$ cat config.mk
export PLATFORM = sky130hd
export DESIGN_NAME = mbc_banker
export DESIGN_NICKNAME = d
export VERILOG_FILES = /design/src/rtl/mbc_banker.sv
export SDC_FILE = /design/constraint.sdc
export NUM_CORES = 1
export LEC_CHECK = 0
export ABC_AREA = 0
export BUFFER_PORTS_ARGS = -buffer_cell sky130_fd_sc_hd__buf_2
export CAP_MARGIN = 20
export CORE_ASPECT_RATIO = 0.6
export CORE_MARGIN = 4
export CORE_UTILIZATION = 37
export CTS_BUF_LIST = sky130_fd_sc_hd__clkbuf_16
export CTS_CLUSTER_SIZE = 16
export DETAILED_ROUTE_END_ITERATION = 10
export GPL_TIMING_DRIVEN = 0
export MAX_ROUTING_LAYER = met4
export PLACE_DENSITY = 0.92
export SYNTH_ARGS = -nofsm -noshare
export SYNTH_HDL_FRONTEND = slang
export SYNTH_SLANG_ARGS = --single-unit
export TNS_END_PERCENT = 100
$ cat constraint.sdc
create_clock -name clk_sys -period 2.05 [get_ports clk_sys]
set_input_delay 0.205 -clock clk_sys [delete_from_list [all_inputs] [get_ports clk_sys]]
set_output_delay 0.205 -clock clk_sys [all_outputs]
set_load 0.01 [all_outputs]
$ cat src/rtl/mbc_banker.sv
// Game Boy cartridge bank controller for none/MBC1/MBC1M/MBC2/MBC5 carts with savestate access.
// Optional feature macro: MBC_RUMBLE_EN (MBC5 rumble carts drive the motor from ram_bank[3]).
module mbc_banker #(
  parameter int ROM_BANK_W = 9,
  parameter int RAM_BANK_W = 4
) (
  input  logic                  clk_sys,
  input  logic                  reset_n,
  input  logic                  ce_cpu,
  input  logic [2:0]            mode,
  input  logic [ROM_BANK_W-1:0] rom_mask,
  input  logic [RAM_BANK_W-1:0] ram_mask,
  input  logic                  has_ram,
  input  logic                  rumble_cart,
  input  logic [15:0]           cart_addr,
  input  logic                  cart_wr,
  input  logic [7:0]            cart_di,
  input  logic [7:0]            cram_di,
  output logic [7:0]            cram_do,
  output logic [RAM_BANK_W+12:0] cram_addr,
  output logic [ROM_BANK_W-1:0] rom_bank,
  output logic                  ram_enabled,
  output logic                  rumble,
  input  logic                  ss_load,
  input  logic [31:0]           ss_data,
  output logic [31:0]           ss_back
);

  typedef enum logic [2:0] {
    MODE_NONE  = 3'd0,
    MODE_MBC1  = 3'd1,
    MODE_MBC1M = 3'd2,
    MODE_MBC2  = 3'd3,
    MODE_MBC5  = 3'd4
  } mode_e;

  localparam int ROM_RAW_W = (ROM_BANK_W > 9) ? ROM_BANK_W : 9;
  localparam int RAM_RAW_W = (RAM_BANK_W > 4) ? RAM_BANK_W : 4;

  logic [7:0] rom_lo;
  logic       rom_hi;
  logic [3:0] ram_bank;
  logic       bmode;
  logic       ram_en;
  logic [2:0] mode_q;

  logic is_mbc1, is_mbc1m, is_mbc2, is_mbc5, is_none, is_mbc1_any;
  logic wr_en, high_area;
  logic [ROM_RAW_W-1:0]  rom_raw;
  logic [3:0]            bank_src;
  logic                  rumble_int;
  logic [RAM_RAW_W-1:0]  bank_ext;
  logic [RAM_BANK_W-1:0] ram_bank_eff;
  logic                  unused_bits;

  assign is_mbc1     = (mode == MODE_MBC1);
  assign is_mbc1m    = (mode == MODE_MBC1M);
  assign is_mbc2     = (mode == MODE_MBC2);
  assign is_mbc5     = (mode == MODE_MBC5);
  assign is_none     = !(is_mbc1 || is_mbc1m || is_mbc2 || is_mbc5);
  assign is_mbc1_any = is_mbc1 || is_mbc1m;
  assign wr_en       = cart_wr && ce_cpu && !cart_addr[15];
  assign high_area   = cart_addr[14];
  assign unused_bits = &{1'b0, ss_data[31:15], rumble_cart};

  // Savestate load beats a mode change, which in turn swallows any same-cycle write.
  always_ff @(posedge clk_sys or negedge reset_n) begin
    if (!reset_n) begin
      rom_lo   <= 8'd1;
      rom_hi   <= 1'b0;
      ram_bank <= 4'd0;
      bmode    <= 1'b0;
      ram_en   <= 1'b0;
      mode_q   <= 3'd0;
    end else begin
      mode_q <= mode;
      if (ss_load) begin
        rom_lo   <= ss_data[7:0];
        rom_hi   <= ss_data[8];
        ram_bank <= ss_data[12:9];
        bmode    <= ss_data[13];
        ram_en   <= ss_data[14];
      end else if (mode != mode_q) begin
        rom_lo   <= 8'd1;
        rom_hi   <= 1'b0;
        ram_bank <= 4'd0;
        bmode    <= 1'b0;
        ram_en   <= 1'b0;
      end else if (wr_en) begin
        case (cart_addr[14:13])
          2'b00: if (!is_mbc2 || !cart_addr[8]) ram_en <= (cart_di[3:0] == 4'hA);
          2'b01: begin
            if (is_mbc1)
              rom_lo[4:0] <= (cart_di[4:0] == 5'd0) ? 5'd1 : cart_di[4:0];
            else if (is_mbc1m)
              rom_lo[4:0] <= (cart_di[4:0] == 5'd0) ? 5'd1 : {1'b0, cart_di[3:0]};
            else if (is_mbc2 && cart_addr[8])
              rom_lo[3:0] <= (cart_di[3:0] == 4'd0) ? 4'd1 : cart_di[3:0];
            else if (is_mbc5) begin
              if (cart_addr[12]) rom_hi <= cart_di[0];
              else               rom_lo <= cart_di;
            end
          end
          2'b10: ram_bank <= is_mbc1_any ? {2'b00, cart_di[1:0]} : cart_di[3:0];
          default: if (is_mbc1_any) bmode <= cart_di[0];
        endcase
      end
    end
  end

  always_comb begin
    rom_raw = '0;
    if (is_mbc1)
      rom_raw = high_area ? ROM_RAW_W'({ram_bank[1:0], rom_lo[4:0]})
                          : (bmode ? ROM_RAW_W'({ram_bank[1:0], 5'd0}) : '0);
    else if (is_mbc1m)
      rom_raw = high_area ? ROM_RAW_W'({ram_bank[1:0], rom_lo[3:0]})
                          : (bmode ? ROM_RAW_W'({ram_bank[1:0], 4'd0}) : '0);
    else if (is_mbc2)
      rom_raw = high_area ? ROM_RAW_W'(rom_lo[3:0]) : '0;
    else if (is_mbc5)
      rom_raw = high_area ? ROM_RAW_W'({rom_hi, rom_lo}) : '0;
    else
      rom_raw = ROM_RAW_W'(high_area);
  end

  assign rom_bank = rom_raw[ROM_BANK_W-1:0] & rom_mask;

  // On rumble carts bit 3 of the RAM bank drives the motor instead of addressing RAM.
  always_comb begin
    bank_src   = ram_bank;
    rumble_int = 1'b0;
`ifdef MBC_RUMBLE_EN
    if (is_mbc5 && rumble_cart) begin
      rumble_int  = ram_bank[3];
      bank_src[3] = 1'b0;
    end
`endif
    if (is_none || is_mbc2 || (is_mbc1 && !bmode)) bank_src = 4'd0;
  end

  assign bank_ext     = RAM_RAW_W'(bank_src);
  assign ram_bank_eff = bank_ext[RAM_BANK_W-1:0] & ram_mask;
  assign rumble       = rumble_int;

  assign cram_addr = is_mbc2 ? {{(RAM_BANK_W+4){1'b0}}, cart_addr[8:0]}
                             : {ram_bank_eff, cart_addr[12:0]};

  assign ram_enabled = is_none ? has_ram : (is_mbc2 ? ram_en : (ram_en && has_ram));

  assign cram_do = !ram_enabled ? 8'hFF : (is_mbc2 ? {4'hF, cram_di[3:0]} : cram_di);

  assign ss_back = {17'd0, ram_en, bmode, ram_bank, rom_hi, rom_lo};

endmodule

# [Word level (Yosys, flattened, before mapping)]
# Index checks and enable logic that the tools add are counted.
[classes] n_eq_ne=16 mux=55 n_bitwise=2 n_reduce_logical=37
[op_table] cell="$mux 8" count=8
[op_table] cell="$mux 9" count=5
[op_table] cell="$mux 4" count=11
[op_table] cell="$reduce_bool 3->1" count=8
[op_table] cell="$mux 1" count=21
[op_table] cell="$mux 17" count=1
[op_table] cell="$mux 5" count=3
[op_table] cell="$mux 7" count=2
[op_table] cell="$reduce_and 7->1" count=2
[op_table] cell="$mux 6" count=2
[op_table] cell="$and 9x9->9" count=1
[op_table] cell="$eq 3x2->1 const B" count=2
[op_table] cell="$logic_or 1x1->1" count=6
[op_table] cell="$mux 3" count=2
[op_table] cell="$ne 3x1->1 const B" count=2
[op_table] cell="$ne 3x2->1 const B" count=2
[op_table] cell="$ne 6x1->1 const B" count=1
[op_table] cell="$reduce_and 3->1" count=2
[op_table] cell="$reduce_bool 6->1" count=1
[op_table] cell="$logic_and 1x1->1" count=5
[op_table] cell="$logic_not 1->1" count=5
[op_table] cell="$logic_not 5->1" count=1
[op_table] cell="$ne 5x1->1 const B" count=1
[op_table] cell="$ne 5x5->1 const B" count=1
[op_table] cell="other kinds (15)" count=15
[totals] ff_bits=18 wordCells=118

# [Logic depth before layout (Yosys ltp)]
[depth] word_depth=10 ltp_mapped=7 mapped_depth_nobuf=5

# [Worst setup path before layout]
# OpenSTA, ideal clock, no wires.
[synth_path] kind="register -> register" from="reg mode_q[2]" to="reg ram_bank[0]" setup_time_ns=0.130 t_arrival_ns=1.473 path_slack_ns=0.446 stages_incl_launch_ff=6 synth_period_minus_slack_ns=1.604 cell_sequence="dfrtp_1 > xor2_1 > or4_1 > buf_6 > a21oi_4 > o21ai_0"
[synth_via] elab_chain_len=3 elab_cells_between_ends=6 cone_classes="eq/ne: 1; mux: 2; reduce/logical: 3"
[synth_lines] element="from (decl)" line="45" source="logic [2:0] mode_q;"
[synth_lines] element="from (signal assigned)" line="76" source="mode_q <= mode;"
[synth_lines] element="$ne 3x3->1 (*)" line="83" source="end else if (mode != mode_q) begin"
[synth_lines] element="$reduce_bool 3->1 (no source line) / $mux 4 (equally long branches)"
[synth_lines] element="$reduce_and 2->1 (no source line) / $mux 4 (equally long branches)"
[synth_lines] element="to (signal assigned)" line="80" source="ram_bank <= ss_data[12:9];"
[synth_lines] element="to (signal assigned)" line="104" source="2'b10: ram_bank <= is_mbc1_any ? {2'b00, cart_di[1:0]} : cart_di[3:0];"
[synth_lines] element="to (decl)" line="42" source="logic [3:0] ram_bank;"
# Mark *: on every way between the ends. The rest lies on a longest branch, timed or not.
# A chain may end at the register's enable or synchronous reset.

# [Worst setup path in the final report]
[layout_path] from="in mode[0]" to="out rom_bank[5]"
[layout_via] elab_chain_len=6 elab_cells_between_ends=9 cone_classes="eq/ne: 4; mux: 4; bitwise: 1"
[layout_lines] element="from (decl)" line="10" source="input logic [2:0] mode,"
[layout_lines] element="$eq 3x3->1" line="59" source="assign is_mbc5 = (mode == MODE_MBC5);"
[layout_lines] element="$mux 9" line="121" source="else if (is_mbc5)"
[layout_lines] element="$mux 9" line="119" source="else if (is_mbc2)"
[layout_lines] element="$mux 9" line="116" source="else if (is_mbc1m)"
[layout_lines] element="$mux 9 (*)" line="113" source="if (is_mbc1)"
[layout_lines] element="$and 9x9->9 (*)" line="127" source="assign rom_bank = rom_raw[ROM_BANK_W-1:0] & rom_mask;"
[layout_lines] element="to (decl)" line="21" source="output logic [ROM_BANK_W-1:0] rom_bank,"
# Marked as above.

==> qor.txt <==
Register area share after synthesis: 27.9%
Via/cell ratio: 4.82
Worst skew pair latency: 0.25 ns
Final setup margin: 0.216 ns
Die ar.: 5530 sq um
Leak Pwr: 1.28 nW
Design area: 2400 sq um
Hold Crit Class: primary input to flop
Logic pwr share: 32.9%
Fraction of layout cells with a size suffix above 1: 47.9%
Mux cell area share after synthesis: 0.618%
Mapped Cells: 202
Setup violators final: 0
Number of remaining DRC errors: 0
Int Power: 0.000840 W
Site Rows: 18
Critical Path RT: 1.85 ns
Main combinational cell family by area after synthesis: simple AND/OR/NAND/NOR gates
Worst-Margin Slew: 0.549 ns
Arrival time worst endpoint: 1.63 ns
Peak supply drop: 278 uV
Final nets: 422
CTS root buffer: clkbuf_16
Port buffer count: 110
GRT Util Overall: 19.8%
CTS H-Tree Depth: 1
Worst setup EP type: primary output
Largest net degree at the start of global routing: 19
Detailed Route WL: 5620 um
Antenna Nets Post-Route: 0
Yosys warning count: 0
Die Span Y: 59.2 um
Synth Area in Adders: 0%
DR WL/cell: 14.3 um
Most frequent cells in the layout: 116 x buf_2, 30 x buf_4, 19 x nand2_1
Max Root-Sink Buffers: 2
Slew Viols, Final: 0
Crit path max fanout: 10
Clock power frac: 33.1%
Clock period minus worst slack: 1.83 ns
Placer Congestion: 0.931
Crit-path max cell delay: 0.33 ns
Clk sinks: 18
Maximum clock rate: 545 MHz
Ys flop type: dfrtp_1
Maxcap violations: 0
Post-synth EDFFs: 0
# IOs: 155
Hold slack final: 0.0752 ns
Synth Cell Area: 1620 sq um
Core area: 4170 sq um
Rel. slew slack: 63.3%
Die Width: 93.4 um
Area fraction in and, or, nand and nor cells after synthesis: 26.8%
Skew final: 0.00202 ns
Global-route wire length before repair: 8280 um
Xor/xnor share of the synthesized area: 3.79%
Post-placement cell area: 2310 sq um
Post-Place Worst Slack: 0.153 ns
Synthesis-to-layout area growth: 48.1%
Vias: 1901
CTS Buf Count: 3
Ys async rst share: 100%
Cell Pwr Density: 512 nW/um^2
Initial antenna violation count: 0
Sw power: 0.000386 W
R2r setup slk: 0.29 ns
Number of global-route vias before repair: 1728
Period utilization: 89.5%
Count of final hold-check violations: 0
Drt first pass iters: 4
Total power: 0.00123 W
DRT iter0 DRCs: 161
#FFs+latches synth: 18
Share of the synthesized area in the top cell type: 26.3%
Compound-Gate Fraction of Synth Area: 22.3%
Sequential group share of total power: 34.0%
RSZ-0062 raised after global routing: false
CTS tree: built
Post-synthesis cell type count: 44
Commonest non-fill, non-tap cell in the layout: buf_2
Largest cells by area after synthesis: dfrtp_1 26%, buf_4 14%, a22oi_1 5.1%, nand2_1 4.4%, a21oi_1 4.3%
Setup total negative slack: 0 ns
Status: finished, final reports clean
Slowest cell on the critical path: nor2_1
Critical-path cell list: buf_2 -> buf_2 -> buf_2 -> xnor2_1 -> nor2_1 -> o21ai_0 -> and3_1 -> buf_2
Synthesized area per cell: 8.02 sq um
GR Overflow Total: 0
Clock-pin transition on the worst setup and hold timing paths: 0.06 ns
Switching share of power: 31.5%
Cell taking the most area after synthesis: dfrtp_1
Dpl hpwl: 4700 um
Antenna Cells: 0
Startpoint types: primary input
Setup CP Type: primary input to primary output
Top cell by count, worst path: buf_2
Initial Util: 38.9%
## cell usage after synthesis (2+ instances only)
cell type / n
and2_1: 4
buf_2: 6
nor2_1: 12
inv_1: 4
or2_2: 4
nand2_1: 19
buf_6: 2
a21oi_1: 14
xnor2_1: 3
o22ai_1: 2
buf_4: 30
nand3_1: 2
nor4bb_1: 2
o21ai_0: 12
or4_1: 2
nor3b_1: 3
and4_1: 2
dfrtp_1: 17
nor2b_1: 4
a22oi_1: 11
a31oi_1: 2
a211oi_1: 5
a22o_1: 2
and3_1: 5
nor3_1: 4
xor2_1: 4
nand2b_1: 8
## layout make-up
class                      count  area, sq um
timing repair buffer         111          561
sequential                    18          452
clock buffer                   3         75.1
clock inverter                 1         3.75
fill                         403         1770
inverter                       4         15.0
buffer                        39          282
tap                           60         75.1
multi-input combinational    158          935
## repair_timing
| action | 4_1_cts | 5_1_grt |
|---|---|---|
| gates resized for setup | 0 | 0 |
| endpoints found under the hold margin | 17 | 0 |
| buffers inserted | 0 | 0 |
| hold buffers | 1 | 0 |
## kinds of logic (layout without fill, tap and decap cells)
family          count (synthesis)  in the layout
buf+inv                        43            158
xor+xnor                        7              7
other cells                     1             18
flops                          18             18
compound gates                 56             56
simple gates                   76             76
mux                             1              1
## metrics by stage
step / utilization [%] / std cells
6_report: 57.5 / 394
5_1_grt: 57.5 / 394
4_1_cts: 57.5 / 394
3_5_place_dp: 55.4 / 389
3_3_place_gp: 55.4 / 389
2_1_floorplan: - / 219
## flip-flops by register name (all words and copies together) (netlist names)
signal / flops
ram_bank: 4
rom_hi: 1
mode_q: 3
ram_en: 1
bmode: 1
rom_lo: 8
## path summary, 6_finish.rpt
path / startpoint / end / cells past startpoint
setup / recovery: mode[0] / rom_bank[5] / 8
hold / removal: mode[0] / mode_q[0] / 1
setup reg to reg: mode_q[2] / rom_lo[2] / 5
hold reg to reg: ram_bank[2] / ram_bank[2] / 2
max in group asynchronous: reset_n / rom_lo[0] / 2
min in group asynchronous: reset_n / rom_lo[2] / 2
## critical path, delay by kind of cell
family | cells | cell delay, ns
AO/OA/AOI/OAI | 1 | 0.17
AND/OR/NAND/NOR | 2 | 0.52
XOR/XNOR | 1 | 0.10
buffers and inverters | 4 | 0.63
## routing by layer
layer | wire [um] | GRT usage, %
met5 | 0 | -
met4 | 48 | 4.18
met3 | 665 | 5.58
met2 | 2580 | 31.3
met1 | 2320 | 25.6
## power by group through the flow
stage	clock [W]	sequential, W	combinational [W]
after floorplan	0	0.000425	0.000223
after global placement	0	0.000421	0.000391
after detailed placement	0	0.000423	0.000400
after CTS	0.000409	0.000417	0.000403
after global routing	0.000424	0.000422	0.000442
final	0.000406	0.000417	0.000403
Power figures use the tool's default switching activity.
